<file path="src/rtl/ps2_host_tx.sv">
// Host-to-device PS/2 byte transmitter: inhibit, request-to-send, 11 device-clocked bits, ACK check.
// Accepts one byte only in IDLE; further requests are ignored until tx_done, and a stalled device ends in timeout.
module ps2_host_tx #(
  parameter int INHIBIT_CYCLES = 5000,
  parameter int TIMEOUT_CYCLES = 750000
) (
  input  logic       clk,
  input  logic       rst,
  input  logic [7:0] tx_data,
  input  logic       tx_valid,
  output logic       tx_ready,
  output logic       tx_busy,
  output logic       tx_done,
  output logic       tx_error,
  input  logic       ps2_clk_in,
  input  logic       ps2_data_in,
  output logic       ps2_clk_oe,
  output logic       ps2_data_oe
);

  localparam int MAX_CYCLES = (INHIBIT_CYCLES > TIMEOUT_CYCLES) ? INHIBIT_CYCLES : TIMEOUT_CYCLES;
  localparam int CW = $clog2(MAX_CYCLES + 1);
  localparam logic [CW-1:0] INH_LAST = CW'(INHIBIT_CYCLES - 1);
  localparam logic [CW-1:0] TO_LAST  = CW'(TIMEOUT_CYCLES - 1);

  typedef enum logic [2:0] {
    S_IDLE,
    S_INHIBIT,
    S_REQ,
    S_BITS,
    S_ACK,
    S_WAIT_IDLE
  } state_t;

  state_t        state_q, state_d;
  logic [9:0]    shift_q, shift_d;
  logic [3:0]    bitcnt_q, bitcnt_d;
  logic [CW-1:0] cnt_q, cnt_d;
  logic          drive_q, drive_d;
  logic          ack_ok_q, ack_ok_d;

  logic clk_s1, sync_clk, sync_clk_prev;
  logic data_s1, sync_data;
  logic fall;
  logic bus_idle;

  // Synchronisers reset to the released (high) bus level so reset never fakes a fall.
  always_ff @(posedge clk) begin
    if (rst) begin
      clk_s1        <= 1'b1;
      sync_clk      <= 1'b1;
      sync_clk_prev <= 1'b1;
      data_s1       <= 1'b1;
      sync_data     <= 1'b1;
    end else begin
      clk_s1        <= ps2_clk_in;
      sync_clk      <= clk_s1;
      sync_clk_prev <= sync_clk;
      data_s1       <= ps2_data_in;
      sync_data     <= data_s1;
    end
  end

  assign fall     = sync_clk_prev & ~sync_clk;
  assign bus_idle = sync_clk & sync_data;

  always_ff @(posedge clk) begin
    if (rst) begin
      state_q  <= S_IDLE;
      shift_q  <= '0;
      bitcnt_q <= '0;
      cnt_q    <= '0;
      drive_q  <= 1'b0;
      ack_ok_q <= 1'b0;
    end else begin
      state_q  <= state_d;
      shift_q  <= shift_d;
      bitcnt_q <= bitcnt_d;
      cnt_q    <= cnt_d;
      drive_q  <= drive_d;
      ack_ok_q <= ack_ok_d;
    end
  end

  always_comb begin
    state_d     = state_q;
    shift_d     = shift_q;
    bitcnt_d    = bitcnt_q;
    cnt_d       = cnt_q;
    drive_d     = drive_q;
    ack_ok_d    = ack_ok_q;
    ps2_clk_oe  = 1'b0;
    ps2_data_oe = 1'b0;
    tx_done     = 1'b0;
    tx_error    = 1'b0;

    // The watchdog restarts on every device clock fall while the device owns the clock.
    if (state_q inside {S_REQ, S_BITS, S_ACK, S_WAIT_IDLE}) begin
      cnt_d = fall ? '0 : cnt_q + CW'(1);
    end

    case (state_q)
      S_IDLE: begin
        if (tx_valid) begin
          shift_d  = {1'b1, ~^tx_data, tx_data};
          bitcnt_d = '0;
          cnt_d    = '0;
          state_d  = S_INHIBIT;
        end
      end
      S_INHIBIT: begin
        ps2_clk_oe = 1'b1;
        if (cnt_q == INH_LAST) begin
          cnt_d   = '0;
          state_d = S_REQ;
        end else begin
          cnt_d = cnt_q + CW'(1);
        end
      end
      S_REQ: begin
        ps2_data_oe = 1'b1;
        if (fall) begin
          drive_d  = ~shift_q[0];
          shift_d  = {1'b0, shift_q[9:1]};
          bitcnt_d = 4'd1;
          state_d  = S_BITS;
        end
      end
      S_BITS: begin
        ps2_data_oe = drive_q;
        if (fall) begin
          drive_d  = ~shift_q[0];
          shift_d  = {1'b0, shift_q[9:1]};
          bitcnt_d = bitcnt_q + 4'd1;
          if (bitcnt_q == 4'd9) state_d = S_ACK;
        end
      end
      S_ACK: begin
        if (fall) begin
          ack_ok_d = ~sync_data;
          state_d  = S_WAIT_IDLE;
        end
      end
      S_WAIT_IDLE: begin
        if (bus_idle) begin
          tx_done  = 1'b1;
          tx_error = ~ack_ok_q;
          state_d  = S_IDLE;
        end
      end
      default: state_d = S_IDLE;
    endcase

    // A fall in the same cycle keeps the transfer alive; a completed handshake also wins.
    if ((state_q inside {S_REQ, S_BITS, S_ACK, S_WAIT_IDLE}) && (cnt_q == TO_LAST) && !fall
        && !(state_q == S_WAIT_IDLE && bus_idle)) begin
      ps2_clk_oe  = 1'b0;
      ps2_data_oe = 1'b0;
      tx_done     = 1'b1;
      tx_error    = 1'b1;
      state_d     = S_IDLE;
    end
  end

  assign tx_ready = (state_q == S_IDLE);
  assign tx_busy  = (state_q != S_IDLE);

endmodule

</file>
<file path="config.mk">
export PLATFORM = sky130hd
export DESIGN_NAME = ps2_host_tx
export DESIGN_NICKNAME = d
export VERILOG_FILES = /design/src/rtl/ps2_host_tx.sv
export SDC_FILE = /design/constraint.sdc
export NUM_CORES = 1
export LEC_CHECK = 0
export CAP_MARGIN = 5
export CORE_MARGIN = 10
export CORE_UTILIZATION = 40
export CTS_CLUSTER_SIZE = 20
export DETAILED_ROUTE_END_ITERATION = 8
export PLACE_DENSITY = 0.66
export SLEW_MARGIN = 20
export SYNTH_ARGS = -nofsm -noshare
export SYNTH_HDL_FRONTEND = slang
export SYNTH_SLANG_ARGS = --single-unit
</file>
<file path="constraint.sdc">
create_clock -name clk -period 2.3 [get_ports clk]
set_input_delay 0.23 -clock clk [delete_from_list [all_inputs] [get_ports clk]]
set_output_delay 0.23 -clock clk [all_outputs]
set_load 0.02 [all_outputs]
</file>
==> results of run 1 <==
[metal layers]
layer	part of all wire, %	track usage [%]
met3	3.5	2.56
met2	50	21.2
met1	45	14.0
met4	1.9	6.02
met5	0	0
[state kept, by name, indices dropped and copies added, names as in the netlist]
name,cells
ack_ok_q,1
bitcnt_q,4
clk_s1,1
cnt_q,20
data_s1,1
drive_q,1
shift_q,10
state_q,3
sync_clk,1
sync_clk_prev,1
sync_data,1
[logic make-up (layout without fill, tap and decap cells)]
| family | count (synthesis) | count (layout) | synth area share [%] |
|---|---|---|---|
| AND/OR/NAND/NOR | 155 | 155 | 34.4 |
| AO/OA/AOI/OAI | 63 | 63 | 18.4 |
| flip-flops | 44 | 44 | 37.1 |
| buffers and inverters | 22 | 49 | 4.05 |
| XOR/XNOR | 11 | 11 | 4.05 |
| adder cells (fa/ha/maj) | 3 | 3 | 1.58 |
| multiplexers | 1 | 1 | 0.421 |
[power by group]
part	internal, mW	leakage, nW	switching (mW)
registers	0.791	0.359	0.0182
clock network	0.245	0.0455	0.255
logic	0.112	0.586	0.138
[through the flow]
| stage | power [mW] | worst slack [ns] |
|---|---|---|
| floorplan | 0.992 | 0.344 |
| global placement | 1.07 | 0.165 |
| detailed placement | 1.08 | 0.118 |
| CTS | 1.57 | 0.0469 |
| global route | 1.63 | 0.0391 |
| finish | 1.56 | 0.174 |
[cell usage in the layout (no fill, tap or decap), types with 2 or more instances in the layout]
cell / n
sky130_fd_sc_hd__a31oi_1: 9
sky130_fd_sc_hd__clkdlybuf4s50_1: 15
sky130_fd_sc_hd__nand2_1: 36
sky130_fd_sc_hd__ha_1: 3
sky130_fd_sc_hd__and3_1: 2
sky130_fd_sc_hd__or2_2: 7
sky130_fd_sc_hd__a211oi_1: 4
sky130_fd_sc_hd__clkbuf_1: 2
sky130_fd_sc_hd__dlygate4sd2_1: 2
sky130_fd_sc_hd__xnor2_1: 7
sky130_fd_sc_hd__nand2b_1: 7
sky130_fd_sc_hd__nor3_1: 12
sky130_fd_sc_hd__a21oi_1: 16
sky130_fd_sc_hd__nor4_1: 4
sky130_fd_sc_hd__or4_1: 2
sky130_fd_sc_hd__nand4_1: 7
sky130_fd_sc_hd__nand3_1: 17
sky130_fd_sc_hd__a311oi_1: 9
sky130_fd_sc_hd__nor2b_1: 4
sky130_fd_sc_hd__clkbuf_8: 6
sky130_fd_sc_hd__or4b_1: 2
sky130_fd_sc_hd__o21ai_0: 7
sky130_fd_sc_hd__buf_4: 18
sky130_fd_sc_hd__or3_1: 10
sky130_fd_sc_hd__dfxtp_2: 2
sky130_fd_sc_hd__nor2_1: 28
sky130_fd_sc_hd__a21o_1: 2
sky130_fd_sc_hd__inv_1: 4
sky130_fd_sc_hd__and2_1: 2
sky130_fd_sc_hd__a22o_1: 2
sky130_fd_sc_hd__dfxtp_1: 42
sky130_fd_sc_hd__nand3b_1: 4
sky130_fd_sc_hd__xor2_1: 3
[how the worst max path moves through the flow]
stage | slack [ns] | start | endpoint
after global routing | 0.04 | cnt_q[1] | cnt_q[16]
after detailed placement | 0.12 | cnt_q[0] | tx_error
final | 0.17 | state_q[2] | tx_ready
after global placement | 0.16 | cnt_q[6] | tx_error
after floorplan | 0.34 | cnt_q[0] | cnt_q[16]
after CTS | 0.05 | cnt_q[0] | ps2_data_oe
[synth_stat cells (7+ instances only)]
master / n / share of area (%)
sky130_fd_sc_hd__nor2_1: 28 / 4.4
sky130_fd_sc_hd__o21ai_0: 7 / 1.5
sky130_fd_sc_hd__a31oi_1: 9 / 2.4
sky130_fd_sc_hd__nor3_1: 13 / 2.7
sky130_fd_sc_hd__nand2_1: 36 / 5.7
sky130_fd_sc_hd__a311oi_1: 9 / 3.3
sky130_fd_sc_hd__nand2b_1: 7 / 1.8
sky130_fd_sc_hd__or2_2: 7 / 1.8
sky130_fd_sc_hd__dfxtp_1: 44 / 37
sky130_fd_sc_hd__xnor2_1: 7 / 2.6
sky130_fd_sc_hd__a21oi_1: 16 / 3.4
sky130_fd_sc_hd__or3_1: 10 / 2.6
sky130_fd_sc_hd__nand4_1: 7 / 1.8
sky130_fd_sc_hd__nand3_1: 17 / 3.6
sky130_fd_sc_hd__clkbuf_1: 13 / 2.1
[layout make-up]
type                       count  area share [%]
tap                           75            3.34
clock buffer                   8            3.20
timing repair buffer          36            10.9
multi-input combinational    233            50.4
sequential                    44            31.4
inverter                       5           0.668
[what timing repair did]
action                                  CTS  global route
resized for setup                         5             5
pin swaps                                 0             3
buffers inserted                          0             0
endpoints found under the setup margin    3             2
==> summary by stage, run 1 <==
Synthesis
The net count after synthesis is 315. For this run, asynchronously set or reset flops after synthesis account for 0%. The cell count after synthesis came out at 299.

The number of enable flip-flop cells after synthesis is 0. The count of synthesis-stage warnings from yosys is 0. The register bit count reported by yosys is 44. Counting distinct cell types in the post-synthesis netlist gives 57. The most used flip-flop cell after synthesis is sky130_fd_sc_hd__dfxtp_1. The mean post-synth cell area is 7.95 sq um. The post-synthesis sequential area ratio is 37.1%. The post-synth design cell area is 2380 sq um.

Detailed routing
The first-pass iteration count of the detailed router is 4. The average routed wire per standard cell is 14.7 um. For this block, the routed nets add up to 5910 um of wire. The count of antenna-violating nets left after detailed routing is 0. After detailed routing, the number of vias per cell comes to 5.65. For this run, design rule violations remaining after detail routing come to 0. For this block, the initial DRC count from the detailed router was 101. The total number of vias is 2,264.

Floorplan
In this run the count of I/O pins placed on the die edge is 19. The starting utilization of the core area is 40.6%. The standard-cell row count is 28. The standard cell core area is 5850 sq um. The die covers 9420 sq um.

In this run the vertical extent of the chip is 97.1 um. The horizontal die dimension is 97.1 um.

Critical path
The reg-to-reg setup timing slack is 0.19 ns. The endpoint arrival time on the critical path is 1.90 ns. The slowest stage of the critical path belongs to the cell sky130_fd_sc_hd__clkdlybuf4s50_1. The worst path required time is 2.07 ns. The worst reg2reg path depth is 7. In this design, the stage delay of the slowest critical-path cell is 0.60 ns. The maximum fanout along the worst path is 12.

Together, buffers and inverters on the worst path number 3. The worst setup path is launched from a register. The critical path goes through buf_4, or3_1, inv_1, clkdlybuf4s50_1. The endpoint of the lowest-slack register-to-register path is cnt_q[16].

The worst setup path is of the register to output port kind. The type of element capturing the critical path is an output port. The cell family contributing the most delay on the critical path is buffers and inverters.

The logic depth of the worst setup path including buffers is 4. The startpoint of the most critical register-to-register path is cnt_q[1].

Final layout
From synthesis to final layout, the design area changed by 18.3%. The final core utilization is 48.1%. Registers take 883 sq um. The final non-filler cell total is 401.

The total area of multi-input combinational cells is 1420 sq um. 0 antenna diodes ended up in the layout. The count of filler cells inserted in the layout is 592. The proportion of layout cells with a drive suffix above 1 is 13.5%. The number of nets in the finished design is 341. The summed area of non-filler cells in the final layout is 2810 sq um.

Global routing
The initial antenna violation count was 0. The number of global-route vias before repair was 2,206. The total global routing track utilization is 12.3%. The total overflow reported by the global router is 0. The wire length of the first global-routing pass is 10,100 um. The maximum number of pins on one net before global-route repair is 25.

Timing
In this run the tightest slew margin relative to its limit is 64.8%. The hold violation count in the final report is 0. Setup repair after global routing left no endpoint under its margin. At the pin with the least slew margin, the transition time is 0.524 ns. The number of setup violations in the final report is 0. The final critical path takes up 92.4% of the cycle.

The maximum clock skew at final layout is 0.0184 ns. The final hold slack is 0.418 ns. The shortest clock period the worst path allows after layout is 2.13 ns. For this run, the top clock speed supported by timing is 0.470 GHz. The summed negative setup slack over all endpoints is 0 ns. The max-slew violation count is 0.

Min path
The worst min-delay path class is register to register. The worst hold path begins at data_s1. For hold timing, the worst endpoint is sync_data. Along the worst hold path, the cell count comes to 1.

Placed design
The cell area after placement is 2710 sq um. Input and output buffers added on the ports amount to 18. The placer congestion estimate is 0.850.

After legalization and detailed placement, the total HPWL measured 4450 um. The total instance count after detailed placement is 393.

Clock network
Buffers inserted to repair hold after CTS numbered 0. The CTS sink count is 44. The TritonCTS buffer count is 5.

Clock-pin slew was measured on the worst setup and hold paths at 0.09 ns. The H-tree generated during clock tree synthesis spans 2 levels. The cell at the root of the clock tree is sky130_fd_sc_hd__clkbuf_8. The clock network latency to the later pin of the worst-skew pair is 0.30 ns. The CTS tree is yes. The maximum number of buffers from clock root to sink is 2.

Flow run
Max-cap violations in this run came to 0.

Power
The static power due to leakage is 0.991 nW. The power density over the cells is 555 nW/um^2. IR analysis of the VDD net gives a maximum drop of 0.333 mV.

Status
The flow ran to the end, and the final reports show no timing, DRC or antenna violations.
Note: power is estimated with default switching activity, not from simulation.
==> inputs of run 2 (changes only) <==
- CELL_PAD_IN_SITES_DETAIL_PLACEMENT: not set -> 2
- CELL_PAD_IN_SITES_GLOBAL_PLACEMENT: not set -> 2
- CORE_UTILIZATION: 40 -> 34
- MAX_ROUTING_LAYER: not set -> met4
- PLACE_DENSITY: 0.66 -> 0.86
- SKIP_LAST_GASP: not set -> 1
==> run 2 against run 1 <==
Clock skew down 0.0061 ns; first-iteration DRC count is 5.0% lower; non-clock buffer count increased by 2; total power grew 3.9%; critical endpoint is now ps2_data_oe.
==> summary by stage, run 2 (synthesis gave the netlist of run 1 again) <==
Placed design
The pre-CTS setup slack is 0.0269 ns (was 0.118 ns). The placer congestion estimate is 0.833 (was 0.850). The number of I/O port buffers is 18 (unchanged). The half-perimeter wire length of the detailed placement result came to 5910 um (was 4450 um).

Global routing
The initial antenna violation count is 0 (unchanged). The wire length of the first global-routing pass is 14,400 um (was 10,100 um). The total global routing track utilization is 16.5% (was 12.3%). The number of global-route vias before repair is 2,696 (was 2,206). The maximum number of pins on one net before global-route repair was 42 (was 25). The total overflow reported by the global router was 0 (unchanged).

Final layout
The number of nets in the finished design is 343 (was 341). The proportion of layout cells with a drive suffix above 1 is 15.2% (was 13.5%). Largest registers ranked by flip-flop count: cnt_q (20), shift_q (10), bitcnt_q (4) (unchanged). The post-synthesis to final-layout area growth is 21.7% (was 18.3%). Commonest non-fill, non-tap cells in the layout: sky130_fd_sc_hd__dfxtp_1 (41), sky130_fd_sc_hd__nand2_1 (36), sky130_fd_sc_hd__nor2_1 (28), sky130_fd_sc_hd__buf_4 (18), sky130_fd_sc_hd__nand3_1 (17) (was sky130_fd_sc_hd__dfxtp_1 (42), sky130_fd_sc_hd__nand2_1 (36), sky130_fd_sc_hd__nor2_1 (28), sky130_fd_sc_hd__buf_4 (18), sky130_fd_sc_hd__nand3_1 (17)).

The number of diodes added for antenna fixing is 0 (unchanged). The commonest non-fill, non-tap cell in the layout is sky130_fd_sc_hd__dfxtp_1 (unchanged). The largest register by flop count was cnt_q (unchanged). The flip-flop count of the largest register, all copies and words added is 20 (unchanged).

Power
The fraction of power spent switching nets is 28.8% (was 26.4%). The overall power consumption is 1.62 mW (was 1.56 mW). The part of the power in registers came to 50.3% (was 51.9%).

The part of the total power dissipated in combinational logic is 17.0% (was 16.0%). The clock network power share is 32.7% (was 32.1%). The maximum vdd ir drop is 0.218 mV (was 0.333 mV). The power density over the cells is 560 nW/um^2 (was 555 nW/um^2). The switching component of the power came to 0.467 mW (was 0.412 mW). The static power due to leakage is 1.02 nW (was 0.991 nW). The internal power is 1.15 mW (about the same).

Timing
The post-route clock period utilization is 96.6% (was 92.4%). The upper clock frequency limit is 0.450 GHz (was 0.470 GHz). RSZ-0062 raised after global routing: false (unchanged).

The pin slew with the least headroom to its limit is 0.593 ns (was 0.524 ns). The final hold slack is 0.407 ns (was 0.418 ns). The worst path setup slack after routing is 0.0782 ns (was 0.174 ns). The remaining max-slew budget at the tightest pin came to 60.1% (was 64.8%).

The max-slew violation count came to 0 (unchanged). The shortest clock period the worst path allows after layout is 2.22 ns (was 2.13 ns). The summed negative setup slack over all endpoints came to 0 ns (unchanged). The hold violation count in the final report is 0 (unchanged). The number of setup violations in the final report is 0 (unchanged).

The maximum clock skew at final layout was 0.0123 ns (was 0.0184 ns).

Clock network
The clock network latency to the later pin of the worst-skew pair is 0.30 ns (about the same). The number of hold buffers added after cts was 0 (unchanged). The H-tree depth reported by CTS is 2 (unchanged). The maximum number of buffers from clock root to sink came to 2 (unchanged). The cell at the root of the clock tree is sky130_fd_sc_hd__clkbuf_8 (unchanged). The CTS clock-pin slew for the worst setup and hold paths was 0.09 ns (about the same). The TritonCTS buffer count is 5 (unchanged). The CTS tree is yes (unchanged).

The CTS sink count came to 44 (unchanged).

Detailed routing
The via-per-instance ratio is 5.75 (was 5.65). The residual DRC count came to 0 (unchanged). The total number of vias is 2,436 (was 2,264). The number of violations reported at the end of detailed-routing iteration 0 is 96 (was 101). The average routed wire per standard cell is 20.4 um (was 14.7 um). The count of antenna-violating nets left after detailed routing is 0 (unchanged). The post-detailed-routing wire length is 8650 um (was 5910 um). The first-pass iteration count of the detailed router was 4 (unchanged).

Critical path
The endpoint arrival time on the critical path is 1.99 ns (was 1.90 ns). The worst path required time is 2.07 ns (about the same). The reg-to-reg setup timing slack came to 0.09 ns (was 0.19 ns). The class of the most critical setup path is register to output port (unchanged). The cell with the largest stage delay on the worst path is sky130_fd_sc_hd__dfxtp_1 (was sky130_fd_sc_hd__clkdlybuf4s50_1). The sum of buffers and inverters on the critical path was 1 (was 3). The kind of cell adding the most delay to the critical path is simple AND/OR/NAND/NOR gates (was buffers and inverters). The maximum fanout along the worst path is 8 (was 12). The type of element capturing the critical path is an output port (unchanged). Cells traversed along the worst timing path: nand4b_1, nor3_2, nand4_1, and3_1, dlygate4sd2_1 (was buf_4, or3_1, inv_1, clkdlybuf4s50_1). The delay of the slowest critical-path stage is 0.48 ns (was 0.60 ns). The nature of the critical path startpoint is a register (unchanged).

Floorplan
The number of top-level design ports is 19 (unchanged). The die area is 10,700 sq um (was 9420 sq um). The starting utilization of the core area came to 35.0% (was 40.6%).

The horizontal die dimension is 104 um (was 97.1 um). The standard cell core area is 6790 sq um (was 5850 sq um). The standard-cell row count came to 30 (was 28).

The die span in y is 104 um (was 97.1 um).

Min path
The worst min-delay path class is register to register (unchanged).

Status
Outcome: complete, no violations (unchanged).

Flow run
The max capacitance violation total is 0 (unchanged).
-- run 2: area by class of cell --
| class | count | area [sq um] |
|---|---|---|
| Tap cell | 96 | 120 |
| Clock buffer | 7 | 86.3 |
| Inverter | 5 | 18.8 |
| Clock inverter | 1 | 7.51 |
| Multi-Input combinational cell | 233 | 1430 |
| Timing Repair Buffer | 38 | 348 |
| Fill cell | 774 | 3900 |
| Sequential cell | 44 | 887 |
-- run 2: metal layers --
layer  track usage (%)  share of wire (%)
met2              27.9                 51
met4              5.85                2.2
met3              2.29                1.8
met1              19.5                 45
met5                 -                  0
-- run 2: repair_timing --
item,in CTS,in global routing
buffers inserted,1,0
endpoints found under the setup margin,3,5
resized for setup,5,10
cloned,0,0
pin swaps,2,1
-- run 2: power groups by stage --
stage | logic [mW] | clock network, mW | registers (mW)
after global routing | 0.300 | 0.579 | 0.820
after global placement | 0.255 | 0 | 0.826
after floorplan | 0.171 | 0 | 0.821
final | 0.276 | 0.530 | 0.815
after detailed placement | 0.269 | 0 | 0.830
after CTS | 0.276 | 0.545 | 0.814
-- run 2: worst paths after layout --
path,depth (start not counted),from,to
worst max-delay path,5,cnt_q[13],ps2_data_oe
worst min-delay path,1,data_s1,sync_data
worst max register to register,7,cnt_q[0],cnt_q[16]
worst min register to register,1,data_s1,sync_data
-- run 2: through the flow --
stage                     instances  area [sq um]  util [%]
after floorplan                 299          2380         -
final                           424          2890      42.6
after global placement          415          2770      40.7
after global routing            424          2890      42.6
after detailed placement        415          2770      40.7
after CTS                       424          2880      42.3
==> inputs of run 3 (changes only) <==
- CORE_UTILIZATION: 34 -> 36
- CTS_BUF_LIST: not set -> sky130_fd_sc_hd__clkbuf_4
- PLACE_DENSITY: 0.86 -> 0.9
==> run 3 against run 2 <==
Fmax decreased by 5.8%; clock power is 18% lower; sequential power hardly changed; combinational power rose by 7%; largest cell class unchanged; clock skew fell by 0.00076 ns; critical path depth did not move; highest routed layer unchanged; sequential share of layout area decreased by 0.11 points; the flow now finishes with violations (negative setup slack); cell area rose by 0.65%; worst setup slack got worse by 0.14 ns.
==> summary by stage, run 3 (synthesis gave the netlist of run 1 again) <==
Clock network
The cell at the root of the clock tree is sky130_fd_sc_hd__clkbuf_4 (was sky130_fd_sc_hd__clkbuf_8). The number of hold buffers added after cts is 0 (unchanged). The maximum number of buffers from clock root to sink is 2 (unchanged). The clock network latency to the later pin of the worst-skew pair is 0.38 ns (was 0.30 ns).

The TritonCTS buffer count is 5 (unchanged). The H-tree depth reported by CTS came to 2 (unchanged). The CTS tree is yes (unchanged). The CTS sink count was 44 (unchanged). The CTS clock-pin slew for the worst setup and hold paths is 0.16 ns (was 0.09 ns).

Critical path
The endpoint arrival time on the critical path is 2.13 ns (was 1.99 ns). The maximum fanout along the worst path is 5 (was 8). Cells traversed along the worst timing path: nor4b_4, and3_4, nand4_1, o21ai_0, clkdlybuf4s15_2 (was nand4b_1, nor3_2, nand4_1, and3_1, dlygate4sd2_1). The sum of buffers and inverters on the critical path came to 1 (unchanged). The type of element capturing the critical path is an output port (unchanged).

The class of the most critical setup path is register to output port (unchanged). The delay of the slowest critical-path stage is 0.40 ns (was 0.48 ns). The kind of cell adding the most delay to the critical path is simple AND/OR/NAND/NOR gates (unchanged). The cell with the largest stage delay on the worst path was sky130_fd_sc_hd__dfxtp_1 (unchanged).

The worst path required time is 2.07 ns (about the same). The nature of the critical path startpoint is a register (unchanged).

Detailed routing
The average routed wire per standard cell is 23.3 um (was 20.4 um). The count of antenna-violating nets left after detailed routing was 0 (unchanged). The first-pass iteration count of the detailed router was 4 (unchanged).

The via-per-instance ratio is 6.08 (was 5.75). The number of violations reported at the end of detailed-routing iteration 0 is 143 (was 96). The residual DRC count was 0 (unchanged). The post-detailed-routing wire length is 9560 um (was 8650 um).

The total number of vias is 2,491 (was 2,436).

Timing
The worst path setup slack after routing is -0.0574 ns (was 0.0782 ns). The remaining max-slew budget at the tightest pin is 61.6% (was 60.1%). The hold violation count in the final report is 0 (unchanged). The number of setup violations in the final report is 2 (was 0).

The shortest clock period the worst path allows after layout is 2.36 ns (was 2.22 ns). The upper clock frequency limit is 0.424 GHz (was 0.450 GHz). RSZ-0062 raised after global routing: true (was false). The post-route clock period utilization is 102% (was 96.6%). The pin slew with the least headroom to its limit is 0.576 ns (was 0.593 ns). The maximum clock skew at final layout came to 0.0115 ns (was 0.0123 ns). The max-slew violation count is 0 (unchanged).

Final layout
Commonest non-fill, non-tap cells in the layout: sky130_fd_sc_hd__dfxtp_1 (37), sky130_fd_sc_hd__nand2_1 (36), sky130_fd_sc_hd__nor2_1 (28), sky130_fd_sc_hd__buf_4 (23), sky130_fd_sc_hd__nand3_1 (17) (was sky130_fd_sc_hd__dfxtp_1 (41), sky130_fd_sc_hd__nand2_1 (36), sky130_fd_sc_hd__nor2_1 (28), sky130_fd_sc_hd__buf_4 (18), sky130_fd_sc_hd__nand3_1 (17)). The number of nets in the finished design is 348 (was 343). Largest registers ranked by flip-flop count: cnt_q (20), shift_q (10), bitcnt_q (4) (unchanged). The proportion of layout cells with a drive suffix above 1 is 18.6% (was 15.2%).

The count of filler cells inserted in the layout is 718 (was 774). The commonest non-fill, non-tap cell in the layout is sky130_fd_sc_hd__dfxtp_1 (unchanged). The largest register by flop count is cnt_q (unchanged). The final non-filler cell total is 410 (was 424). The post-synthesis to final-layout area growth is 22.5% (was 21.7%). The flip-flop count of the largest register, all copies and words added is 20 (unchanged). The number of diodes added for antenna fixing was 0 (unchanged).

Global routing
The maximum number of pins on one net before global-route repair came to 42 (unchanged). The initial antenna violation count was 0 (unchanged). The wire length of the first global-routing pass is 15,200 um (was 14,400 um).

The total overflow reported by the global router is 0 (unchanged). The global routing usage on met2 is 30.7% (was 27.9%). The total global routing track utilization was 19.1% (was 16.5%). The number of global-route vias before repair was 2,727 (was 2,696). The highest-utilization routing layer at the global route stage is met2 (unchanged). The global-route track usage on met1 was 23.4% (was 19.5%).

The met3 track utilization from global routing came to 3.06% (was 2.29%).

Status
Outcome: finished, violations left (was complete, no violations). The final reports fail on negative setup slack.

Placed design
The total instance count after detailed placement is 397 (was 415). The half-perimeter wire length of the detailed placement result is 6030 um (was 5910 um). The number of I/O port buffers is 18 (unchanged). The placer congestion estimate is 0.820 (was 0.833).

Floorplan
The standard-cell row count was 29 (was 30). The die span in y is 101 um (was 104 um). The standard cell core area is 6390 sq um (was 6790 sq um). The number of top-level design ports came to 19 (unchanged).

The horizontal die dimension is 101 um (was 104 um). The die area is 10,200 sq um (was 10,700 sq um). The starting utilization of the core area is 37.2% (was 35.0%).

Power
The static power due to leakage is 1.03 nW (was 1.02 nW). The power density over the cells is 530 nW/um^2 (was 560 nW/um^2). The overall power consumption is 1.54 mW (was 1.62 mW).

The maximum vdd ir drop is 0.248 mV (was 0.218 mV).

Flow run
The max capacitance violation total is 0 (unchanged).

Min path
The worst min-delay path class is input port to register (was register to register).
run 3: cell count changes in the layout (fill, tap and decap cells not counted), sizes merged:
cell	delta
clkinvlp	-1
clkdlybuf4s50	-1
clkbuf	-3
buf	+6
dlygate4sd2	-2
inv	+2
clkinv	+1
clkdlybuf4s15	+2
dlymetal6s2s	+1
run 3: per-stage QoR:
stage | hold slack, ns | setup TNS (ns) | utilization [%] | area (sq um) | setup WS, ns
3_5_place_dp | 0.413 | -0.136 | 43.1 | 2750 | -0.0920
6_report | 0.392 | -0.0665 | 45.6 | 2910 | -0.0574
5_1_grt | 0.365 | -0.195 | 45.6 | 2910 | -0.112
3_3_place_gp | 0.398 | 0 | 43.1 | 2750 | 0.104
4_1_cts | 0.379 | -0.00559 | 44.8 | 2860 | -0.00457
2_1_floorplan | 0.334 | 0 | - | 2380 | 0.344
run 3: path summary, 6_finish.rpt:
path / start / end / slack [ns] / depth (start not counted)
worst max-delay path: cnt_q[15] / tx_error / -0.06 / 5
worst min-delay path: ps2_clk_in / clk_s1 / 0.39 / 2
worst max register to register: cnt_q[3] / cnt_q[13] / 0.09 / 7
worst min register to register: data_s1 / sync_data / 0.44 / 1
run 3: area by class of cell:
type	instances	area, sq um	share of cell area [%]
clock buffers	5	37.5	1.29
clock inverters	3	26.3	0.902
inverters	5	18.8	0.645
multi-input cells	233	1450	49.8
flip-flops and latches	44	890	30.6
well taps	77	96.3	3.31
repair buffers	43	392	13.5
run 3: report_power, final:
| part | total (mW) | switching, mW | leakage (nW) | internal (mW) |
|---|---|---|---|---|
| clock network | 0.434 | 0.304 | 0.0362 | 0.130 |
| logic | 0.295 | 0.169 | 0.636 | 0.126 |
| registers | 0.815 | 0.0218 | 0.362 | 0.793 |
| total | 1.54 | 0.495 | 1.03 | 1.05 |
run 3: timing repair:
action | in CTS | in global routing
setup endpoints to repair | 4 | 10
cloned | 0 | 0
hold endpoints to repair | 0 | 0
setup buffers | 4 | 1
pin swaps | 4 | 4
resized for setup | 16 | 11
run 3: routing by layer:
layer | part of all wire, % | up-vias
met4 | 2.9 | 0
met3 | 3.3 | 24
met2 | 49 | 74
met5 | 0 | -
li1 | - | 1160
met1 | 44 | 1233
